**src/rtl/vga_fetch.sv**
```systemverilog
// Read-side client of the SRAM arbiter's VGA port: issues credit-limited word
// reads, buffers returns in a small FIFO and unpacks each word into two pixels.
module vga_fetch #(
  parameter int unsigned MEM_WIDTH       = 36,
  parameter int unsigned PIX_WIDTH       = 18,
  parameter int unsigned READ_LATENCY    = 2,
  parameter int unsigned FIFO_DEPTH      = 8,
  parameter int unsigned WORDS_PER_FRAME = 153600
) (
  input  logic                               clock,
  input  logic                               reset,
  input  logic                               frame_start,
  output logic                               vga_flag,
  input  logic                               done_vga,
  input  logic [MEM_WIDTH-1:0]               vga_pixel,
  input  logic                               pix_req,
  output logic [PIX_WIDTH-1:0]               pixel_out,
  output logic                               pixel_valid,
  output logic                               underflow,
  output logic                               frame_fetched,
  output logic [$clog2(FIFO_DEPTH+1)-1:0]    fifo_level
);

  localparam int unsigned LW = $clog2(FIFO_DEPTH + 1);
  localparam int unsigned WW = $clog2(WORDS_PER_FRAME + 1);
  localparam int unsigned AW = $clog2(FIFO_DEPTH);
  localparam logic [LW:0]   DEPTH_L = FIFO_DEPTH[LW:0];
  localparam logic [WW-1:0] WORDS_L = WORDS_PER_FRAME[WW-1:0];

  logic [MEM_WIDTH-1:0]    mem_q [FIFO_DEPTH];
  logic [AW-1:0]           wr_ptr_q, wr_ptr_d, rd_ptr_q, rd_ptr_d;
  logic [LW-1:0]           level_q, level_d, inflight_q, inflight_d;
  logic [READ_LATENCY-1:0] pipe_q, pipe_d;
  logic [WW-1:0]           words_left_q, words_left_d;
  logic                    half_q, half_d;
  logic [PIX_WIDTH-1:0]    pix_q, pix_d;
  logic                    valid_q, valid_d;
  logic                    under_q, under_d;
  logic                    fetched_q, fetched_d;

  logic [LW:0]          credit_sum;
  logic                 req, grant, push, empty, serve, pop, wr_en;
  logic [MEM_WIDTH-1:0] head;

  always_comb begin
    credit_sum = {1'b0, level_q} + {1'b0, inflight_q};
    req   = !reset && !frame_start && (words_left_q != '0) && (credit_sum < DEPTH_L);
    grant = req && done_vga;
    push  = pipe_q[READ_LATENCY-1];
    empty = (level_q == '0);
    serve = pix_req && !empty;
    pop   = serve && half_q;
    wr_en = push && !frame_start;
    head  = mem_q[rd_ptr_q];

    pipe_d[0] = grant;
    for (int unsigned i = 1; i < READ_LATENCY; i++) pipe_d[i] = pipe_q[i-1];

    inflight_d   = inflight_q + LW'(grant) - LW'(push);
    level_d      = level_q + LW'(push) - LW'(pop);
    wr_ptr_d     = push ? wr_ptr_q + AW'(1) : wr_ptr_q;
    rd_ptr_d     = pop  ? rd_ptr_q + AW'(1) : rd_ptr_q;
    words_left_d = grant ? words_left_q - WW'(1) : words_left_q;
    half_d       = serve ? ~half_q : half_q;
    valid_d      = pix_req;
    under_d      = under_q | (pix_req && empty);
    fetched_d    = fetched_q | (words_left_d == '0);

    pix_d = pix_q;
    if (serve)        pix_d = half_q ? head[PIX_WIDTH-1:0] : head[MEM_WIDTH-1:PIX_WIDTH];
    else if (pix_req) pix_d = '0;

    // Frame boundary discards buffered and in-flight words; pixel_out keeps its value.
    if (frame_start) begin
      pipe_d       = '0;
      inflight_d   = '0;
      level_d      = '0;
      wr_ptr_d     = '0;
      rd_ptr_d     = '0;
      half_d       = 1'b0;
      under_d      = 1'b0;
      valid_d      = 1'b0;
      fetched_d    = 1'b0;
      words_left_d = WORDS_L;
    end
  end

  always_ff @(posedge clock) begin
    if (reset) begin
      pipe_q       <= '0;
      inflight_q   <= '0;
      level_q      <= '0;
      wr_ptr_q     <= '0;
      rd_ptr_q     <= '0;
      half_q       <= 1'b0;
      under_q      <= 1'b0;
      valid_q      <= 1'b0;
      fetched_q    <= 1'b0;
      words_left_q <= WORDS_L;
      pix_q        <= '0;
    end else begin
      pipe_q       <= pipe_d;
      inflight_q   <= inflight_d;
      level_q      <= level_d;
      wr_ptr_q     <= wr_ptr_d;
      rd_ptr_q     <= rd_ptr_d;
      half_q       <= half_d;
      under_q      <= under_d;
      valid_q      <= valid_d;
      fetched_q    <= fetched_d;
      words_left_q <= words_left_d;
      pix_q        <= pix_d;
    end
  end

  always_ff @(posedge clock) begin
    if (wr_en && !reset) mem_q[wr_ptr_q] <= vga_pixel;
  end

  assign vga_flag      = req;
  assign pixel_out     = pix_q;
  assign pixel_valid   = valid_q;
  assign underflow     = under_q;
  assign frame_fetched = fetched_q;
  assign fifo_level    = level_q;

endmodule

```
**config.mk**
```make
export PLATFORM = sky130hd
export DESIGN_NAME = vga_fetch
export DESIGN_NICKNAME = d
export VERILOG_FILES = /design/src/rtl/vga_fetch.sv
export SDC_FILE = /design/constraint.sdc
export NUM_CORES = 1
export LEC_CHECK = 0
export CAP_MARGIN = 25
export CORE_MARGIN = 1
export CORE_UTILIZATION = 50
export CTS_BUF_LIST = sky130_fd_sc_hd__clkbuf_16
export CTS_CLUSTER_DIAMETER = 40
export DETAILED_ROUTE_END_ITERATION = 10
export PLACE_DENSITY = 0.82
export RECOVER_POWER = 25
export SYNTH_ARGS = -nofsm -noshare
export SYNTH_HDL_FRONTEND = slang
export SYNTH_SLANG_ARGS = --single-unit
```
**constraint.sdc**
```tcl
create_clock -name clock -period 5.1 [get_ports clock]
set_clock_uncertainty 0.15 [all_clocks]
set_input_delay 0.51 -clock clock [delete_from_list [all_inputs] [get_ports clock]]
set_output_delay 0.51 -clock clock [all_outputs]
set_load 0.03 [all_outputs]
```
Word-level counts from Yosys, hierarchy flattened
Memory sizes are Yosys's and may differ from the RTL's. A register that Yosys moved wholly into a read port is not among the register bits. Cells that the tools add are included.

Bits in registers: 56. Bits in writable memories: 288. Input bits: 41. Word-level logic and storage cells: 49. Memories: 1.

$add $sub $neg: 8. $lt $le $gt $ge: 1. Multiplexer cells: 8. Bitwise operators: 3. Reductions and logical operators: 17.

Memory list: mem_q (depth 8, width 36, rd ports 1, clocked after Yosys merged registers in 1, wr ports 1, RTL line 30) `logic [MEM_WIDTH-1:0] mem_q [FIFO_DEPTH];`.

Operator list (number): 18-bit 2-to-1 mux (4); 18-bit zero test (1); 18-bit nonzero test (1); 18-bit by 1-bit subtractor with 18-bit output (second input constant) (1); 1-bit logical AND (9); 4-bit by 1-bit adder with 4-bit output (2); 4-bit by 1-bit subtractor with 4-bit output (2); 3-bit by 1-bit adder with 3-bit output (second input constant) (2); 3-bit 2-to-1 mux (2); 4-bit by 4-bit adder with 5-bit output (1); 5-bit by 4-bit less-than comparator with 1-bit output (second input constant) (1); 4-bit zero test (1); 1-bit zero test (3); 1-bit 2-to-1 mux (2); 1-bit OR (2); 2-bit nonzero test (1); 2-bit OR reduction (1); 1-bit NOT (1).

Depth between registers and ports, before layout
Depth in word-level cells: 8. Depth in mapped cells: 13.

Least setup slack after synthesis
Ideal clock, no wire load.

Kind: input -> register. From: in reset. To: mem mem_q[1][0], enable pin. Setup time: 519 ps. Arrival time: 4626 ps. Required time: 4431 ps. Slack: -195 ps. Cell stages on the path: 5. Path through: clkbuf_1 nor2_1 clkbuf_1 nand2_1 nor4_1.

Longest elaborated chain between the ends: 4.

RTL lines: start, declared (RTL line 11) `input logic reset,`; 1-bit zero test (RTL line 117) `if (wr_en && !reset) mem_q[wr_ptr_q] <= vga_pixel;`; 1-bit logical AND (RTL line 117); 1-bit 2-to-1 mux (RTL line 117); 1-bit 2-to-1 mux (not written as such) (RTL line 117); end, declared (RTL line 30).

No other way between the ends.

Final worst setup path
From: reg level_q[3] (netlist: fifo_level[3]). To: reg inflight_q[2].

Longest elaborated chain between the ends: 6.

RTL lines: start, declared (RTL line 32) `logic [LW-1:0] level_q, level_d, inflight_q, inflight_d;`; start signal, assigned (RTL line 104) `level_q <= level_d;`; 4-bit by 4-bit adder with 5-bit output (RTL line 46) `credit_sum = {1'b0, level_q} + {1'b0, inflight_q};`; 5-bit by 4-bit less-than comparator with 1-bit output (RTL line 47) `req = !reset && !frame_start && (words_left_q != '0) && (credit_sum < DEPTH_L);`; 1-bit logical AND (RTL line 47); 1-bit logical AND (RTL line 48) `grant = req && done_vga;`; 4-bit by 1-bit adder with 4-bit output (RTL line 59) `inflight_d = inflight_q + LW'(grant) - LW'(push);`; 4-bit by 1-bit subtractor with 4-bit output (RTL line 59); end signal, assigned (RTL line 103) `inflight_q <= inflight_d;`; end, declared (RTL line 32).

No other way between the ends. A chain may end at the register's enable or synchronous reset.

==> metrics <==
# H-tree levels=2; Layout fillers=1864; nets@finish=884; largest net degree at the start of global routing=73; Synth Cell Area=13610 sq um; final hold slack=0.3317 ns; Root Buffer=clkbuf_16; RSZ-0062 raised after global routing=false; Max-Cap Viols=0; initial antenna violation count=2; DRT iter0 DRCs=640; most used cell, CP=ha_1; yosys warns=0; CP arrival=3.29 ns; PwrDens=363.9 nW/um^2; Syn-to-layout area delta=17.75%; Crit Path Class=register to register; FMAX=329.3 MHz; Final Hold Vio Count=0; Peak VDD IR=0.2431 mV; top_reg_cell synth=edfxtp_1; FF+latch count, synth=347; core area=26800 sq um; initial core utilization=50.77%; first-pass GRT wire length=41.56 mm; post-layout min period=3.036 ns; Least-Margin Pin Slew=0.9515 ns; Startpoint Class=register; Placed Area=14750 sq um; io pins=67; CTS sink cnt=347; register area=9838 sq um; DRT Wirelength=27.28 mm; Final Max Slew Viols=0; cell count along the critical path=12; post-route ant nets=0; Mapped Nets=796; hold-critical path depth=1; Num CTS Buffers=38; number of global-route vias before repair=7114; setup TNS=0 ns; Die Height=167.0 um; Register-to-Register Path Depth=12; share of layout cells above drive strength 1=24.21%; commonest cells after routing, fill and taps aside=288 x edfxtp_1, 72 x mux4_2, 58 x nor2_1; Hold Buf Count CTS=0; crit-path cells=ha_1, nor3_1, nand4_1, a21oi_4, inv_2, ha_1, inv_1, ha_1, inv_1, fa_1, xor2_1, nor2_1; # Post-CTS Setup Buffers=0; GP Congestion=0.8239; Finish-stage setup viols=0; CP bufs+invs=3; leakage power=5.097 nW; Async SR Flop Fraction=0%; Die ar.=27880 sq um; GR Overflow Total=0; Via density=5.807; EDFF count, synth=288; row count=60; clk_lat worst skew=0.54 ns; commonest non-fill, non-tap cell in the layout=edfxtp_1; Multi-input gate area=3625 sq um; critical path endpoint category=register; Largest stage delay, worst path=0.38 ns; CTS Buffer Depth=3; gr busiest metal=met2; wire per inst=22.77 um; critical path's top delay family=adder cells; Final Cycle Share=59.54%; library cells used by synthesis=49; crit-path max FO=13; max_slew headroom=36.37%; CP max-delay cell=a21oi_4; CTS tree=built; non-filler cells, final=1198; Via Count=6957; post-synthesis sequential area ratio=72.23%; M1 GR Usage=26.66%; GR Layer Usage met3=3.802%; met2 GRT Util=33.04%; Syn Area/Cell=18.46 sq um; Total Routing Usage GR=19.90%; HPWL Detailed=15.16 mm; Mapped Cells=737; Initial DRT Pass Iterations=5; die width=167.0 um; DRC violations left=0; clk slew on worst S/H paths=0.06 ns; PortBufs=66; post-route cell area=16020 sq um; Critical Path RT=5.35 ns; status=complete, no violations; CTS resizes=0; Post-Place Cells=1124; Hold Crit Class=register to register
[where the power goes]
group	internal (W)	switching, W
registers	0.00307	0.00000620
clock network	0.00150	0.00114
logic	0.0000469	0.0000714
total	0.00461	0.00122
[stage by stage]
step	util (%)	setup slack (ns)	power, W
2_1_floorplan	-	0.01882	0.003182
3_5_place_dp	55.02	1.536	0.003255
4_1_cts	59.59	2.033	0.005879
3_3_place_gp	55.02	1.602	0.003251
5_1_grt	59.77	1.793	0.005990
6_report	59.79	2.064	0.005831
[routing by layer]
layer  vias to the layer above  part of all wire, %
met5                         -                    0
met4                         0                  2.2
met3                        44                  6.3
met2                       251                   50
met1                      3561                   42
li1                       3101                    -
[area by class of cell]
type	instances	share of cell area (%)
Antenna cell	2	0.03124
Inverter	19	0.4451
Multi-Input combinational cell	336	22.62
Sequential cell	347	61.40
Tap cell	341	2.663
Timing Repair Buffer	83	5.201
Clock inverter	32	1.702
Clock buffer	38	5.935
[Yosys cell counts (4+ instances only)]
cell type / instances / area, sq um
edfxtp_1: 288 / 8648
mux4_2: 72 / 1622
nor2_1: 61 / 229.0
dfxtp_1: 59 / 1181
mux2_2: 37 / 416.7
clkbuf_1: 26 / 97.59
a221oi_1: 19 / 166.4
nor2b_1: 19 / 118.9
inv_1: 18 / 67.56
ha_1: 16 / 200.2
nand2_1: 15 / 56.30
xnor2_1: 14 / 122.6
xor2_1: 12 / 105.1
buf_2: 9 / 45.04
nor3_1: 9 / 45.04
a21oi_1: 6 / 30.03
nor4_1: 6 / 37.54
and3_1: 5 / 31.28
and2_1: 4 / 25.02
nand3_1: 4 / 20.02
nand4_1: 4 / 25.02
[registers in the layout (all words and copies together) (netlist names), named ones only]
| register | cells |
|---|---|
| pixel_out | 18 |
| half_q | 1 |
| underflow | 1 |
| mem_q | 288 |
| pixel_valid | 1 |
| inflight_q | 4 |
| rd_ptr_q | 3 |
| wr_ptr_q | 3 |
| frame_fetched | 1 |
| fifo_level | 4 |
| pipe_q | 2 |
| words_left_q | 18 |
[cell families (layout without fill, tap and decap cells)]
logic type	count (synthesis)	in the layout	synth area share [%]
other cells	0	2	0
fa+ha+maj	18	18	1.765
flops	347	347	72.23
compound gates	38	38	2.271
buf+inv	54	172	1.572
simple gates	143	143	5.360
mux	111	111	15.13
xor+xnor	26	26	1.673
[final timing paths]
check | startpoint | end | slack (ns)
setup reg to reg | fifo_level[3] | inflight_q[2] | 2.06
hold reg to reg | pipe_q[0] | pipe_q[1] | 0.33
hold / removal | pipe_q[0] | pipe_q[1] | 0.33
setup / recovery | fifo_level[3] | inflight_q[2] | 2.06
No activity file was read; power rests on OpenSTA's default activity.
